`src/rtl/normalizer_count.sv`:
```
// normalizer_count: iterative CLZ/CTZ normalizer, one bit shifted per cycle.
// Optional zero-operand bypass enabled by macro NORMALIZER_ZERO_SKIP_EN.
module normalizer_count #(
  parameter int WIDTH = 32
) (
  input  logic             clk,
  input  logic             rst,
  input  logic             start,
  input  logic             Type,
  input  logic [WIDTH-1:0] A,
  output logic             busy,
  output logic             done,
  output logic [5:0]       Cnt,
  output logic [WIDTH-1:0] R
);

  localparam logic [5:0] CNT_MAX = 6'(WIDTH);

  typedef enum logic [1:0] {
    IDLE  = 2'd0,
    SHIFT = 2'd1,
    DONE  = 2'd2
  } state_e;

  state_e           state_q, state_d;
  logic [WIDTH-1:0] r_q, r_d;
  logic [5:0]       cnt_q, cnt_d;
  logic             type_q, type_d;

  logic accept;
  logic hit;
  logic stop;
  logic shift_en;
  logic zero_op;

  assign accept   = start && (state_q != SHIFT);
  assign hit      = type_q ? r_q[0] : r_q[WIDTH-1];
  assign stop     = hit || (cnt_q == CNT_MAX);
  assign shift_en = (state_q == SHIFT) && !stop;
  assign zero_op  = (A == '0);

  // State and datapath registers, cleared asynchronously
  always_ff @(posedge clk or posedge rst) begin
    if (rst) begin
      state_q <= IDLE;
      r_q     <= '0;
      cnt_q   <= '0;
      type_q  <= 1'b0;
    end else begin
      state_q <= state_d;
      r_q     <= r_d;
      cnt_q   <= cnt_d;
      type_q  <= type_d;
    end
  end

  // Next-state: accept from IDLE/DONE, leave SHIFT when the test hits
  always_comb begin
    state_d = state_q;
    unique case (state_q)
      IDLE, DONE: begin
        if (start) begin
`ifdef NORMALIZER_ZERO_SKIP_EN
          state_d = zero_op ? DONE : SHIFT;
`else
          state_d = SHIFT;
`endif
        end else begin
          state_d = IDLE;
        end
      end
      SHIFT: begin
        if (stop) state_d = DONE;
      end
      default: state_d = IDLE;
    endcase
  end

  // Datapath: capture on accept, one logical shift per SHIFT miss
  always_comb begin
    r_d    = r_q;
    cnt_d  = cnt_q;
    type_d = type_q;
    unique case (1'b1)
      accept: begin
        r_d    = A;
        cnt_d  = '0;
        type_d = Type;
`ifdef NORMALIZER_ZERO_SKIP_EN
        if (zero_op) begin
          r_d   = '0;
          cnt_d = CNT_MAX;
        end
`endif
      end
      shift_en: begin
        r_d   = type_q ? (r_q >> 1) : (r_q << 1);
        cnt_d = cnt_q + 6'd1;
      end
      default: ;
    endcase
  end

  // Outputs decoded from state only
  always_comb begin
    busy = (state_q == SHIFT);
    done = (state_q == DONE);
    Cnt  = cnt_q;
    R    = r_q;
  end

  logic unused_zero;
  assign unused_zero = zero_op;

endmodule

```
`config.mk`:
```
export PLATFORM = sky130hd
export DESIGN_NAME = normalizer_count
export DESIGN_NICKNAME = d
export VERILOG_FILES = /design/src/rtl/normalizer_count.sv
export SDC_FILE = /design/constraint.sdc
export NUM_CORES = 1
export LEC_CHECK = 0
export ABC_AREA = 1
export BUFFER_PORTS_ARGS = -buffer_cell sky130_fd_sc_hd__buf_2
export CORE_ASPECT_RATIO = 1.25
export CORE_MARGIN = 4
export CORE_UTILIZATION = 40
export CTS_CLUSTER_SIZE = 16
export DETAILED_ROUTE_END_ITERATION = 10
export PLACE_DENSITY_LB_ADDON = 0.25
export SYNTH_ARGS = -nofsm -noshare
export SYNTH_HDL_FRONTEND = slang
export SYNTH_SLANG_ARGS = --single-unit
```
`constraint.sdc`:
```
create_clock -name clk -period 2.2 [get_ports clk]
set_input_delay 0.33 -clock clk [delete_from_list [all_inputs] [get_ports clk]]
set_output_delay 0.33 -clock clk [all_outputs]
set_load 0.03 [all_outputs]
```
==> flow_metrics.tcl, run 1 <==
set metrics [dict create \
    status "complete, no violations" \
    setup_viol 0 \
    wl_per_cell_um 14.8 \
    die-area_um2 7140 \
    fill_cells 592 \
    synth_top_family_by_area "simple AND/OR/NAND/NOR gates" \
    power_density_nw_per_um2 1690 \
    grt_antenna_before_repair 0 \
    syn_avg_cell_area_um2 7.24 \
    fmax_mhz 537 \
    critPathMaxStageDelay_ns 0.46 \
    power_mw 4.81 \
    final_nets 432 \
    yosys.area_share.simple_pct 36.7 \
    io_buffer_count 75 \
    layout_common_cells "nand3_1 (92), buf_2 (75), nand2_1 (72)" \
    ir_drop_mv 0.897 \
    rr_endpoint "Cnt[5]$_DFFE_PP0P_" \
    grt_pass1_vias 2397 \
    tightestPinTransition_ns 0.871 \
    postCtsSetupRepairBufs 0 \
    drive_gt1_share_pct 24.6 \
    cts_resized 0 \
    cp_max_fo 31 \
    via_per_inst 5.32 \
    synth_xor_area_share_pct 0.749 \
    clkTransAtPathRegs_ns 0.08 \
    yosysSeqAreaShare_pct 43.9 \
    setup_tns_ns 0 \
    track_usage_pct 19.7 \
    p_leak_nw 1.51 \
    drc 0 \
    crit_buf_inv 2 \
    drv_slew 0 \
    die_h_um 93.5 \
    vias 2441 \
    regArea_um2 1030 \
    maxCapViolCount 0 \
    syn_nets 361 \
    multi_input_area_um2 1100 \
    cts_buffers 5 \
    slew_headroom_pct 41.6 \
    ys_ff_latch 41 \
    start_kind "flop" \
    synthTopCellsByArea "dfrtp_1 (44%), nand3_1 (20%), nand2_1 (12%)" \
    finalCritPeriodShare_pct 84.6 \
    rows 30 \
    yosysTopAreaCell "dfrtp_1" \
    cpLargestDelayFamily "simple AND/OR/NAND/NOR gates" \
    crit_type "flop to flop" \
    ctsHoldBuffers 0 \
    grt_max_degree 34 \
    die_width_um 76.4 \
    rsz0062_at_grt "no" \
    hold_path_class "input port to async pin" \
    cp-end-kind "flop" \
    antenna_cells 0 \
    r2r_cells 7 \
    antenna_left 0 \
    netlist.area_leader.share_pct 43.9 \
    grt-ovfl-total 0 \
    cts_tree "yes" \
    reg2reg_slack_ns 0.34 \
    synth-adder-area-share_pct 1.07 \
    crit_required_ns 2.44 \
    netlist_area_um2 2340 \
    synth_cell_types 20 \
    r2r_start "Cnt[0]$_DFFE_PP0P_" \
    drtPass1Iterations 4 \
    areaGrowthSynthToFinish_pct 21.9 \
    yosysWarnings 0 \
    boundaryPins 76 \
    clock_sinks 41 \
    clk_latency_ns 0.30 \
    slowest_stage "inv_2" \
    start_util_pct 42.1 \
    synth.area.mux_share_pct 0 \
    syn_inst 323 \
    clock_skew_ns 0.00501 \
    critPathArrivalTime_ns 2.10 \
    synth_compound_area_share_pct 8.78 \
    clock_tree.buffer_depth 2 \
    gp_congestion 0.816 \
    cp_cell_sequence "inv_1 > ha_1 > nand3_2 > nand2_4 > inv_2 > nand3_1 > nand2_1" \
    final_common_cell "nand3_1" \
    dp_hpwl_um 4750 \
    min_period_ns 1.86 \
    cts.htree.levels 2 \
    hold_violations 0 \
    grt_pass1_wl_um 11300 \
    root_buffer "clkbuf_8" \
    wl_um 6790 \
    core_um2 5560 \
    drt_iter0_drc 124 \
]
## state kept, by name, summed over array words and instances (netlist names)
name	cells
R	32
state_q	2
type_q	1
Cnt	6
## how the worst max path moves through the flow
stage / startpoint / end / slack, ns / cells after the start
final: Cnt[0]$_DFFE_PP0P_ / Cnt[5]$_DFFE_PP0P_ / 0.34 / 7
after global routing: Cnt[0]$_DFFE_PP0P_ / Cnt[0]$_DFFE_PP0P_ / 0.15 / 7
after CTS: Cnt[0]$_DFFE_PP0P_ / Cnt[5]$_DFFE_PP0P_ / 0.35 / 7
after detailed placement: Cnt[0]$_DFFE_PP0P_ / Cnt[5]$_DFFE_PP0P_ / 0.37 / 7
after global placement: Cnt[0]$_DFFE_PP0P_ / Cnt[3]$_DFFE_PP0P_ / 0.39 / 7
after floorplan: state_q[0]$_DFFE_PP0P_ / busy / 0.63 / 4
## cells by family after synthesis
| logic type | after synthesis |
|---|---|
| buffers and inverters | 50 |
| AO/OA/AOI/OAI | 41 |
| adder cells (fa/ha/maj) | 2 |
| XOR/XNOR | 2 |
| flip-flops | 41 |
| AND/OR/NAND/NOR | 187 |
## cell usage after synthesis (all sizes together)
master   n
nand4    2
buf     11
nor2    17
o21ai   35
nand2   75
ha       2
a21oi    6
nand3   93
clkbuf  10
inv     29
dfrtp   41
xnor2    1
xor2     1
## layout make-up
| type | count | share of cell area [%] |
|---|---|---|
| multi-input combinational | 232 | 38.8 |
| sequential | 41 | 36.0 |
| timing repair buffer | 85 | 15.8 |
| inverter | 29 | 3.82 |
| clock buffer | 8 | 2.81 |
| tap | 64 | 2.81 |
## routing by layer
| layer | share of wire, % | up-vias | global-route usage, % |
|---|---|---|---|
| met2 | 49 | 76 | 34.0 |
| li1 | - | 1207 | - |
| met5 | 0 | - | 0 |
| met1 | 43 | 1151 | 24.9 |
| met4 | 1.4 | 0 | 6.04 |
| met3 | 6.1 | 7 | 3.95 |
## per-stage QoR
stage	utilization (%)	setup slack, ns	std cells	hold WS, ns	instance area, µm²
floorplan	-	0.629	323	0.458	2340
global placement	49.9	0.388	451	0.440	2770
detailed placement	49.9	0.367	451	0.444	2770
CTS	51.3	0.348	459	0.127	2850
global route	51.3	0.147	459	0.150	2850
finish	51.3	0.339	459	0.0951	2850
## report_power, final
| group | total, mW | leakage, nW | switching, mW | internal, mW |
|---|---|---|---|---|
| Combinational | 2.83 | 0.963 | 1.98 | 0.850 |
| Clock | 0.498 | 0.0395 | 0.272 | 0.226 |
| Sequential | 1.48 | 0.504 | 0.375 | 1.11 |
Power figures use the tool's default switching activity.
==> run 2, diff against run 1 <==
- ABC_AREA: 1 -> 0
- clock period: 2.2 -> 1.6 ns (I/O delays scaled with it)
==> flow_metrics.tcl, run 2 <==
set metrics [dict create \
    status "complete, but fails checks" \
    violations "negative setup slack" \
    core_um2 5410 \
    tightestPinTransition_ns 0.230 \
    final_nets 353 \
    synth_flop_cell "dfrtp_1" \
    rows 30 \
    via_per_inst 5.46 \
    design_area_um2 3060 \
    drt_iter0_drc 103 \
    die_width_um 74.6 \
    layout_setup_ws_ns -0.297 \
    drive_gt1_share_pct 38.9 \
    crit_type "flop to flop" \
    cp_max_fo 10 \
    instances_no_fill 380 \
    async_reset_ff_share_pct 100 \
    ir_drop_mv 1.08 \
    largest_reg_flops 32 \
    fill_cells 519 \
    drv_slew 0 \
    final_common_cell "buf_2" \
    rsz0062_at_grt "yes" \
    antenna_left 0 \
    boundaryPins 76 \
    areaGrowthSynthToFinish_pct 38.0 \
    cts_tree "yes" \
    clk_latency_ns 0.30 \
    yosysMostFrequentCell "dfrtp_1" \
    yosysSeqAreaShare_pct 46.2 \
    synthTopCellsByCount "dfrtp_1 (41), nand2_1 (31), nand3_1 (30)" \
    drc 0 \
    placed_cell_area_um2 2830 \
    root_buffer "clkbuf_8" \
    dp_hpwl_um 4080 \
    min_period_ns 1.90 \
    cts.htree.levels 2 \
    regArea_um2 1030 \
    ys_ff_latch 41 \
    grt_antenna_before_repair 0 \
    netlist_area_um2 2220 \
    start_util_pct 41.1 \
    p_leak_nw 1.46 \
    maxCapViolCount 0 \
    grt_pass1_vias 2112 \
    grt-ovfl-total 0 \
    hold_path_class "input port to flop" \
    clock_skew_ns 0.0105 \
    yosysWarnings 0 \
    vias 2073 \
    finalCritPeriodShare_pct 119 \
    slowest_stage "or4b_4" \
    io_buffer_count 75 \
    layout_common_cells "buf_2 (75), dfrtp_1 (38), nand2_1 (31)" \
    whs_ns 0.159 \
    cpLargestDelayFamily "simple AND/OR/NAND/NOR gates" \
    cts_buffers 5 \
    synth_edf_count 0 \
    power_density_nw_per_um2 2350 \
    syn_avg_cell_area_um2 9.78 \
    start_kind "flop" \
    grt_max_degree 42 \
    crit_required_ns 1.79 \
    setup_viol 40 \
    syn_nets 265 \
    die-area_um2 6810 \
    cp_cell_sequence "inv_1 > ha_1 > or4b_4 > o211ai_4 > buf_12 > nand2_8 > o221a_1" \
    synth_cell_types 30 \
    yosysTopAreaCell "dfrtp_1" \
    drtPass1Iterations 4 \
    gp_congestion 0.770 \
    fmax_mhz 527 \
    clkTransAtPathRegs_ns 0.09 \
    hold_violations 0 \
    wl_per_cell_um 15.9 \
    critPathArrivalTime_ns 2.08 \
    fin_util_pct 56.7 \
    multi_input_area_um2 1110 \
    netlist.area_leader.share_pct 46.2 \
    critPathMaxStageDelay_ns 0.48 \
    syn_inst 227 \
    synthTopCellsByArea "dfrtp_1 (46%), mux2i_1 (12%), o211ai_1 (7.4%)" \
    grt_pass1_wl_um 9960 \
    antenna_cells 0 \
    placedCellCount 367 \
    track_usage_pct 18.6 \
    clock_tree.buffer_depth 2 \
    slew_headroom_pct 84.7 \
    wl_um 6050 \
    clock_sinks 41 \
    crit_buf_inv 2 \
    cp-end-kind "flop" \
    die_h_um 91.3 \
]
-- run 2: cell types whose count changed after synthesis, moves of 12 or more --
cell | previous run | this run
nand3_1 | 92 | 30
nand2_1 | 72 | 31
mux2i_1 | 0 | 27
o21ai_0 | 35 | 6
nor2_1 | 16 | 4
o211ai_1 | 0 | 22
inv_1 | 27 | 12
-- run 2: per-stage QoR --
stage	setup TNS (ns)	total power, mW	setup slack (ns)
2_1_floorplan	-10.08	4.76	-0.290
3_3_place_gp	-7.31	6.04	-0.237
3_5_place_dp	-8.69	6.13	-0.282
4_1_cts	-10.14	7.03	-0.293
5_1_grt	-13.03	7.71	-0.383
6_report	-9.59	7.21	-0.297
-- run 2: path summary, 6_finish.rpt --
| path | startpoint | end | slack, ns | cells after the start |
|---|---|---|---|---|
| worst max register to register | Cnt[1]$_DFFE_PP0P_ | R[22]$_DFFE_PP0P_ | -0.30 | 7 |
| min in group asynchronous | rst | state_q[1]$_DFFE_PP0P_ | 0.50 | 4 |
| worst min register to register | state_q[0]$_DFFE_PP0P_ | state_q[0]$_DFFE_PP0P_ | 0.48 | 1 |
| worst min-delay path | A[17] | R[17]$_DFFE_PP0P_ | 0.16 | 3 |
| worst max-delay path | Cnt[1]$_DFFE_PP0P_ | R[22]$_DFFE_PP0P_ | -0.30 | 7 |
| max in group asynchronous | rst | type_q$_DFFE_PP0P_ | 0.88 | 4 |
-- run 2: cell type report --
type | count | share of cell area (%)
clock buffer | 7 | 3.15
clock inverter | 1 | 0.286
inverter | 12 | 1.47
multi-input combinational | 155 | 36.2
sequential | 41 | 33.6
tap | 64 | 2.61
timing repair buffer | 100 | 22.6
-- run 2: cell families (layout without fill, tap and decap cells) --
kind of cell	Yosys count	in the layout	share of synthesized area, %
fa+ha+maj	2	2	1.13
mux	27	27	12.2
buf+inv	31	120	6.65
flops	41	41	46.2
compound gates	49	49	17.0
xor+xnor	2	2	0.789
simple gates	75	75	16.1
-- run 2: what timing repair did --
item,in CTS,in global routing
setup buffers,2,1
endpoints found under the hold margin,41,0
setup endpoints to repair,39,40
hold buffers,1,0
pin swaps,6,6
cloned,0,1
gates resized for setup,6,12
-- run 2: routing by layer --
metal,vias to the layer above,part of all wire (%),global-route usage [%]
met1,1011,42,23.6
met3,4,7.1,4.76
met2,67,50,30.5
li1,991,-,-
met5,-,0,0
met4,0,0.88,5.64
-- run 2: worst reg2reg max path: stages (launching register included) --
cell and delay (ns):
dfrtp_2 0.41, inv_1 0.06, ha_1 0.12, or4b_4 0.49
o211ai_4 0.22, buf_12 0.17, nand2_8 0.09, o221a_1 0.23
-- run 2: report_power, final --
group	total [mW]	internal, mW	switching [mW]
logic	4.39	1.85	2.54
clock network	0.781	0.399	0.383
registers	2.04	1.53	0.510
total	7.21	3.77	3.43
